File: config.mk
export PLATFORM = sky130hd
export DESIGN_NAME = hazard_unit
export DESIGN_NICKNAME = d
export VERILOG_FILES = /design/src/rtl/cpu_types_pkg.sv /design/src/rtl/data_path_muxs_pkg.sv /design/src/rtl/sat_counter.sv /design/src/rtl/hazard_unit.sv
export SDC_FILE = /design/constraint.sdc
export NUM_CORES = 1
export LEC_CHECK = 0
export ABC_AREA = 1
export CORE_MARGIN = 2
export CORE_UTILIZATION = 46
export CTS_BUF_LIST = sky130_fd_sc_hd__clkbuf_4
export CTS_CLUSTER_SIZE = 16
export DETAILED_ROUTE_END_ITERATION = 7
export PLACE_DENSITY = 0.8
export SLEW_MARGIN = 20
export SYNTH_ARGS = -nofsm -noshare
export SYNTH_HDL_FRONTEND = slang
export SYNTH_SLANG_ARGS = --single-unit
File: constraint.sdc
create_clock -name CLK -period 1.7 [get_ports CLK]
set_input_delay 0.425 -clock CLK [delete_from_list [all_inputs] [get_ports CLK]]
set_output_delay 0.425 -clock CLK [all_outputs]
set_load 0.01 [all_outputs]
File: src/rtl/cpu_types_pkg.sv
// Shared CPU types: opcodes and register-index width.
// No logic, types only.
// No flow control.
package cpu_types_pkg;

  localparam int OP_W  = 6;
  localparam int REG_W = 5;

  typedef logic [REG_W-1:0] regbits_t;

  typedef enum logic [OP_W-1:0] {
    RTYPE = 6'b000000,
    J     = 6'b000010,
    BEQ   = 6'b000100,
    BNE   = 6'b000101,
    ADDI  = 6'b001000,
    LW    = 6'b100011,
    SW    = 6'b101011,
    HALT  = 6'b111111
  } opcode_t;

endpackage

File: src/rtl/data_path_muxs_pkg.sv
// Datapath control-selection types, including the hazard-unit state encoding.
// No logic, types only.
// No flow control.
package data_path_muxs_pkg;

  typedef enum logic [1:0] {
    RUN    = 2'd0,
    DWAIT  = 2'd1,
    HALTED = 2'd2
  } hazard_state_t;

endpackage

File: src/rtl/sat_counter.sv
// Saturating up-counter: adds one per cycle while inc is high, sticks at all-ones.
// Latency: count reflects inc one clock later.
// No flow control.
module sat_counter #(
  parameter int W = 32
) (
  input  logic         CLK,
  input  logic         RST,
  input  logic         inc,
  output logic [W-1:0] count
);

  logic [W-1:0] count_q;
  logic [W-1:0] count_d;

  // Next count: step only while below the ceiling so the value never wraps.
  always_comb begin
    count_d = count_q;
    if (inc && (count_q != {W{1'b1}})) begin
      count_d = count_q + W'(1);
    end
  end

  // Count register with synchronous clear.
  always_ff @(posedge CLK) begin
    if (RST) begin
      count_q <= '0;
    end else begin
      count_q <= count_d;
    end
  end

  assign count = count_q;

endmodule

File: src/rtl/hazard_unit.sv
// Pipeline stall/flush control: load-use bubbles, I/D memory arbitration, redirect flush, halt.
// Latency: enables/flushes/imemREN are combinational; state, halt, stall count update next edge.
// Backpressure: a pending data access or missing ihit freezes every latch and the PC.
module hazard_unit
  import cpu_types_pkg::*;
  import data_path_muxs_pkg::*;
#(
  parameter int CNT_W = 32
) (
  input  logic             CLK,
  input  logic             RST,
  input  logic             ihit,
  input  logic             dhit,
  input  logic             dmemREN_EX_MEM,
  input  logic             dmemWEN_EX_MEM,
  input  opcode_t          opcode_ID_EX,
  input  logic             WEN_ID_EX,
  input  regbits_t         rt_ID_EX,
  input  regbits_t         rs_IF_ID,
  input  regbits_t         rt_IF_ID,
  input  logic             pc_redirect_EX_MEM,
  input  logic             halt_MEM_WB,
  output logic             pc_en,
  output logic             en_IF_ID,
  output logic             en_ID_EX,
  output logic             en_EX_MEM,
  output logic             en_MEM_WB,
  output logic             flush_IF_ID,
  output logic             flush_ID_EX,
  output logic             imemREN,
  output logic             halt,
  output logic [CNT_W-1:0] stall_cycles
);

  hazard_state_t state_q;
  hazard_state_t state_d;
  logic          halt_q;
  logic          halt_d;
  logic          dreq;
  logic          lu;
  logic          cnt_inc;

  // Data access in MEM owns the single memory port; load-use needs the
  // loaded register to be a real (non-zero) source of the next instruction.
  assign dreq = dmemREN_EX_MEM | dmemWEN_EX_MEM;
  assign lu   = (opcode_ID_EX == LW) & WEN_ID_EX & (rt_ID_EX != '0) &
                ((rt_ID_EX == rs_IF_ID) | (rt_ID_EX == rt_IF_ID));

  // State and halt flag registers; reset always returns to RUN.
  always_ff @(posedge CLK) begin
    if (RST) begin
      state_q <= RUN;
      halt_q  <= 1'b0;
    end else begin
      state_q <= state_d;
      halt_q  <= halt_d;
    end
  end

  // Next state: data miss parks in DWAIT, halt is terminal until reset.
  always_comb begin
    state_d = state_q;
    case (state_q)
      RUN: begin
        if (halt_MEM_WB) begin
          state_d = HALTED;
        end else if (dreq && !dhit) begin
          state_d = DWAIT;
        end
      end
      DWAIT: begin
        if (dhit) begin
          state_d = RUN;
        end
      end
      HALTED:  state_d = HALTED;
      default: state_d = RUN;
    endcase
    halt_d = (state_d == HALTED);
  end

  // Latch enables and flushes; a completed data access advances the back of
  // the pipe while IF/ID takes a bubble (no fetch completed) or holds for load-use.
  always_comb begin
    pc_en       = 1'b0;
    en_IF_ID    = 1'b0;
    en_ID_EX    = 1'b0;
    en_EX_MEM   = 1'b0;
    en_MEM_WB   = 1'b0;
    flush_IF_ID = 1'b0;
    flush_ID_EX = 1'b0;
    imemREN     = 1'b0;
    if (!RST) begin
      imemREN = !dreq && (state_q == RUN);
      if (((state_q == RUN) && !halt_MEM_WB && dreq && dhit) ||
          ((state_q == DWAIT) && dhit)) begin
        en_ID_EX  = 1'b1;
        en_EX_MEM = 1'b1;
        en_MEM_WB = 1'b1;
        if (lu) begin
          flush_ID_EX = 1'b1;
        end else begin
          en_IF_ID    = 1'b1;
          flush_IF_ID = 1'b1;
        end
      end else if ((state_q == RUN) && !halt_MEM_WB && !dreq && ihit) begin
        en_ID_EX  = 1'b1;
        en_EX_MEM = 1'b1;
        en_MEM_WB = 1'b1;
        if (pc_redirect_EX_MEM) begin
          pc_en       = 1'b1;
          en_IF_ID    = 1'b1;
          flush_IF_ID = 1'b1;
          flush_ID_EX = 1'b1;
        end else if (lu) begin
          flush_ID_EX = 1'b1;
        end else begin
          pc_en    = 1'b1;
          en_IF_ID = 1'b1;
        end
      end
    end
  end

  // Every non-halted cycle that fails to advance the PC counts as a stall.
  assign cnt_inc = !RST && (state_q != HALTED) && !pc_en;

  sat_counter #(
    .W (CNT_W)
  ) u_stall_cnt (
    .CLK   (CLK),
    .RST   (RST),
    .inc   (cnt_inc),
    .count (stall_cycles)
  );

  assign halt = halt_q;

endmodule

* Yosys cells after proc, flatten, opt, wreduce, memory -nomap -nowiden
Cells that the tools add are included.
** Operators by class
- Bitwise gates (word level) :: 5
- Equality and inequality tests :: 8
- Reduce and logical (&&, ||, !) cells :: 19
- Add/subtract/negate cells :: 1
- Mux-type cells :: 24
** Operator list (number)
- adder 32 x 1 -> 32 bit (second input constant) :: 1
- != test 32 bit (second input constant) :: 1
- two-way mux 1 bit :: 20
- logical AND 1 bit :: 11
- equality test 5 bit :: 2
- equality test 6 bit (second input constant) :: 1
- two-way mux 2 bit :: 3
- case mux 2 bit (3 select lines) :: 1
- logical NOT 1 bit :: 5
- nonzero test 5 bit :: 1
- equality test 2 bit (second input constant) :: 2
- bitwise AND 1 bit :: 3
- equality test 2 x 1 -> 1 bit (second input constant) :: 1
- logical NOT 2 bit :: 1
- != test 2 bit (second input constant) :: 1
- bitwise OR 1 bit :: 2
- logical OR 1 bit :: 1
** Storage, ports and cells
- Input port bits :: 30
- Register bits after elaboration :: 35
- Word-level logic and storage cells :: 60
- Output and inout bits :: 41

* Longest topological paths before layout
Gate-level depths: netlist of the first run.
- Word-level depth :: 12
- Depth in mapped cells :: 13
- Depth with buffers taken out :: 12

* Cells and area by module
A second synthesis of the first run with hierarchy kept.
** Second synthesis, totals
- Cells, all modules :: 416
- Area total of the unflattened synthesis :: 2557.5 um^2
** Modules (own cells, without submodules)
- sat_counter :: times used 1, cells an instance 324, seq. area each 640.6 um^2, area each 2062.0 um^2
- hazard_unit :: times used 1, cells an instance 92, seq. area each 60.1 um^2, area each 495.5 um^2

* Worst setup path before layout of the first run
No wires, ideal clock.
- Path kind :: input -> output
- From :: in halt_MEM_WB
- To :: out flush_ID_EX
- Slack :: -294 ps
- Required time :: 1275 ps
- Buffers on the path :: 0
- Stages :: 6
- Data arrival time :: 1569 ps
- Cell sequence :: nor2_1 nand2_1 o21ai_0 nand2_1 a21oi_1 a21boi_0
** On the way
- Cells in the longest elaborated chain, start to end :: 7
- Elaborated cells between the ends (all ways) :: 10
- Classes of those cells :: mux: 3; reduce/logical: 7
** RTL lines
- start: declaration :: RTL line hazard_unit.sv:22 : input logic halt_MEM_WB,
- logical NOT 1 bit (*) :: RTL line hazard_unit.sv:95, hazard_unit.sv:106
- logical AND 1 bit (*) :: RTL line hazard_unit.sv:95, hazard_unit.sv:106
- logical AND 1 bit (on tied branches) (2 in a row) :: RTL line hazard_unit.sv:106, hazard_unit.sv:95
- two-way mux 1 bit / logical OR 1 bit (equally long branches) :: RTL line hazard_unit.sv:106, hazard_unit.sv:95
- two-way mux 1 bit (*) :: RTL line hazard_unit.sv:95 : if (((state_q == RUN) && !halt_MEM_WB && dreq && dhit) ||
- two-way mux 1 bit (*) :: RTL line hazard_unit.sv:93 : if (!RST) begin
- end: declaration :: RTL line hazard_unit.sv:29 : output logic flush_ID_EX,
Mark *: on every way between the ends. The rest lies on a longest branch, timed or not.

* Final worst setup path of the first run
- From :: reg state_q[1]
- To :: out en_IF_ID
** On the way
- Cells in the longest elaborated chain, start to end :: 7
- Elaborated cells between the ends (all ways) :: 12
- Classes of those cells :: eq/ne: 1; mux: 3; reduce/logical: 8
** RTL lines
- start: declaration :: RTL line hazard_unit.sv:35 : hazard_state_t state_q;
- start signal: assignment :: RTL line hazard_unit.sv:55 : state_q <= state_d;
- logical NOT 2 bit :: RTL line hazard_unit.sv:95, hazard_unit.sv:106
- logical AND 1 bit :: RTL line hazard_unit.sv:95, hazard_unit.sv:106
- logical AND 1 bit (on tied branches) (2 in a row) :: RTL line hazard_unit.sv:106, hazard_unit.sv:95
- two-way mux 1 bit / logical OR 1 bit (equally long branches) :: RTL line hazard_unit.sv:106, hazard_unit.sv:95
- two-way mux 1 bit (*) :: RTL line hazard_unit.sv:95
- two-way mux 1 bit (*) :: RTL line hazard_unit.sv:93
- end: declaration :: RTL line hazard_unit.sv:24 : output logic en_IF_ID,
Marked as above.

==> results of run 1 <==
[cells in the final DEF (no fill, tap or decap), drive strengths merged]
cell type,instances
dfxtp,35
ha,1
xor2,9
clkdlybuf4s50,3
inv,69
o21ai,2
nor3b,1
nand4,42
nand2,124
nand3b,2
dlymetal6s2s,5
nor4,1
clkdlybuf4s15,7
xnor2,3
buf,66
a31oi,1
a21boi,1
a21oi,16
dlygate4sd2,35
nor3,13
nor2,67
clkbuf,18
and3,1
nand3,41
[cells by family after synthesis]
group | count (synthesis)
buffers and inverters | 88
XOR/XNOR | 12
AND/OR/NAND/NOR | 292
flip-flops | 35
adder cells (fa/ha/maj) | 1
AO/OA/AOI/OAI | 20
[worst reg2reg max path: stages, from the launching register on]
cell and delay (ns):
dfxtp_2 0.37, ha_4 0.15, nand2_4 0.05, nor2_4 0.14
nand3b_4 0.15, nor2_4 0.14, nand3_4 0.11, buf_6 0.16
nand2_4 0.08, nor2_4 0.05, nand3_2 0.06, nand2_2 0.06
nand2_2 0.09, nor2_2 0.05
[per-stage QoR]
step | util [%] | hold slack [ns]
after CTS | 70.3 | 0.503
after global routing | 75.7 | 0.533
after floorplan | - | 0.448
after global placement | 68.3 | 0.497
final | 75.7 | 0.505
after detailed placement | 68.3 | 0.515
[layout make-up]
class | count | area share [%]
Tap cell | 72 | 2.15
Timing Repair Buffer | 128 | 26.7
Multi-Input combinational cell | 325 | 46.2
Clock buffer | 6 | 1.07
Inverter | 69 | 6.30
Sequential cell | 35 | 17.6
[what timing repair did]
item / 4_1_cts / 5_1_grt
buffers inserted: 5 / 2
gates cloned: 0 / 1
resized for setup: 135 / 112
pin swaps: 24 / 70
setup endpoints to repair: 72 / 43
[metal layers]
| metal | vias to the layer above | routed length [um] |
|---|---|---|
| met3 | 41 | 727 |
| met2 | 182 | 4670 |
| li1 | 1671 | - |
| met5 | - | 0 |
| met4 | 0 | 259 |
| met1 | 1600 | 3690 |
[path summary, 6_finish.rpt]
| path | slack (ns) | end |
|---|---|---|
| setup / recovery | -0.32 | en_IF_ID |
| hold / removal | 0.50 | u_stall_cnt.count[3] |
| setup reg to reg | -0.05 | u_stall_cnt.count[8] |
| hold reg to reg | 0.50 | u_stall_cnt.count[3] |
[report_power, final]
part	switching [mW]	internal, mW
Sequential	0.00923	0.824
Clock	0.283	0.163
Combinational	0.173	0.141
[sequential cells by signal (all words and copies together) (netlist names)]
register / cells
u_stall_cnt.count: 32
state_q: 2
halt: 1
==> results by group, run 1 <==
Power and ir drop
  • Leak: 2.05 nW
  • Worst vdd ir: ~0.23 mV
  • Total Power: 1.59 mW
  • Pwr per Cell Area: roughly 380 nW/um2

Setup path
  • Buf/Inv on CP: 2
  • R2R Path Start: u_stall_cnt.count[1]
  • Critical-path maximum fanout: 4
  • Crit-path leading delay family: simple AND/OR/NAND/NOR gates
  • Worst setup path startpoint: state_q[1]
  • Slowest-stage cell, CP: dfxtp_4
  • Crit start category: flop
  • Reg2reg path depth: 13
  • Cell mode on critical path: nand2_1
  • CP Cell Sequence: nor2_4 -> nand2_1 -> o21ai_2 -> nand2_2 -> buf_6 -> o21ai_1 -> nand3_1 -> nand2_1 -> buf_2
  • Crit path capture type: output pin
  • CP arrival: ~1.6 ns
  • Worst EP required: 1.27 ns
  • Critical Path Stages: 9
  • Crit path largest cell delay: 0.38 ns
  • Critical Setup Path Class: reg2out

Yosys
  • Xor/xnor share of the synthesized area: 3.95%
  • Synth area leader: dfxtp_1
  • Most common cell in the netlist: nand2_1
  • Synth unique cells: 31
  • Synth area leaders: dfxtp_1 26%, nand2_1 17%, nand4_1 9.9%, inv_1 8.9%, nor2_1 8.8%
  • Number of synthesized flops with an enable pin: 0
  • Post-Synth Adder-Cell Area: less than 1%
  • Syn avg cell area: roughly 5.9 um2
  • Post-synthesis sequential area ratio: a little over a quarter
  • Mapped cell area: between 2000 and 3000 um2
  • Mapped Cells: 448
  • Post-synth top cells: 121 x nand2_1, 63 x inv_1, 62 x nor2_1, 42 x nand4_1, 37 x nand3_1
  • Simple-gate portion of the synthesized area: 51.1%
  • Post-synthesis compound-gate area fraction: 3.91%
  • Synth warn: 0
  • Post-synth top flop: dfxtp_1
  • #FFs+latches synth: 35
  • Asr flop ratio synth: 0%
  • Synth Net Count: 479
  • Largest family of logic cells by synthesized area: simple AND/OR/NAND/NOR gates
  • Mux cell area share after synthesis: 0%
  • Synth top area share: between 20% and 30%

Floorplanning
  • Die height: between 80 and 90 um
  • Initial Utilization: around 48%
  • Die ar.: 6400 um2
  • Core area: 5540 um2
  • IO Pins: 71
  • # rows: 27
  • Die X: 80.0 um

Finish
  • Fin area: 4190 um2
  • Inserted Diodes: 0
  • Area occupied by multi-input gates: 1940 um2
  • Area Growth Syn to Fin: 57.6%
  • FF/Latch Area: 737 um2
  • NumNets Final: roughly 600
  • Fin cells: 635
  • Share of cells above drive strength 1: 34.8%
  • Fill count: 422

GRT
  • Met2 Track Usage GR: 48.5%
  • Largest net degree at the start of global routing: 27
  • GRT busiest layer: met2
  • Initial antenna violation count: 0
  • Met1 Resource Use GR: about a third
  • Vias in the first global route: 3099
  • All-Layer GR Usage: 27.3%
  • GRT overflow: 0
  • Global-route wire length before repair: 13.8 mm
  • Met3 Resource Use GR: under 10%

Detailed routing
  • Vias: 3494
  • Routed Antenna Nets: 0
  • Drt pass-1 iters: 5
  • Drt wl/cell: 14.7 um
  • DR DRC count: 0
  • Avg Vias per Cell: 5.50
  • Routed WL: 9.35 mm
  • Initial drt markers: between 400 and 500

Hold path
  • Min-Delay Path Depth: 2
  • Hold path start: u_stall_cnt.count[3]
  • Worst min-delay path category: reg2reg

Timing
  • Clock Skew: 0.0103 ns
  • Setup slack after layout: -0.320 ns
  • Relative slew slack: roughly 80%
  • Worst-Margin Slew: 0.295 ns
  • Slew Viols, Final: 0
  • Fmax: between 400 and 500 MHz
  • RSZ-0062 raised after global routing: yes
  • Total negative slack: -1.76 ns
  • Final min period: 2.02 ns
  • Final-report hold violation count: 0
  • Final setup fails: 10
  • Final Cycle Share: 119%

Clocking
  • CTS tree: built
  • CTS Hold Bufs: 0
  • Total CTS buffers: 5
  • CTS clk-pin slew, worst paths: 0.10 ns
  • Root buffer cell: clkbuf_4
  • Worst-Skew Late Latency: 0.35 ns
  • CTS Buffer Depth: 2
  • H-tree depth: 2
  • Clk sinks: 35

Placed design
  • PortBufs: 70
  • Post-DP HPWL: 6.05 mm
  • Gp weighted congestion: roughly 0.92
  • Setup WS pre-CTS: -0.944 ns
  • Area after DPL: 3780 um2
  • Placed cells: 621

Outcome
  • Failing checks: setup timing
  • Status: complete, but fails checks

Job
  • Max-cap viol count: 0
Note: power is estimated with default switching activity, not from simulation.
==> inputs of run 2 (changes only) <==
Settings changed: CAP_MARGIN from default to 20.
==> results of run 2 <==
Same layout as run 1: the final DEF is identical, and so are final timing and power.
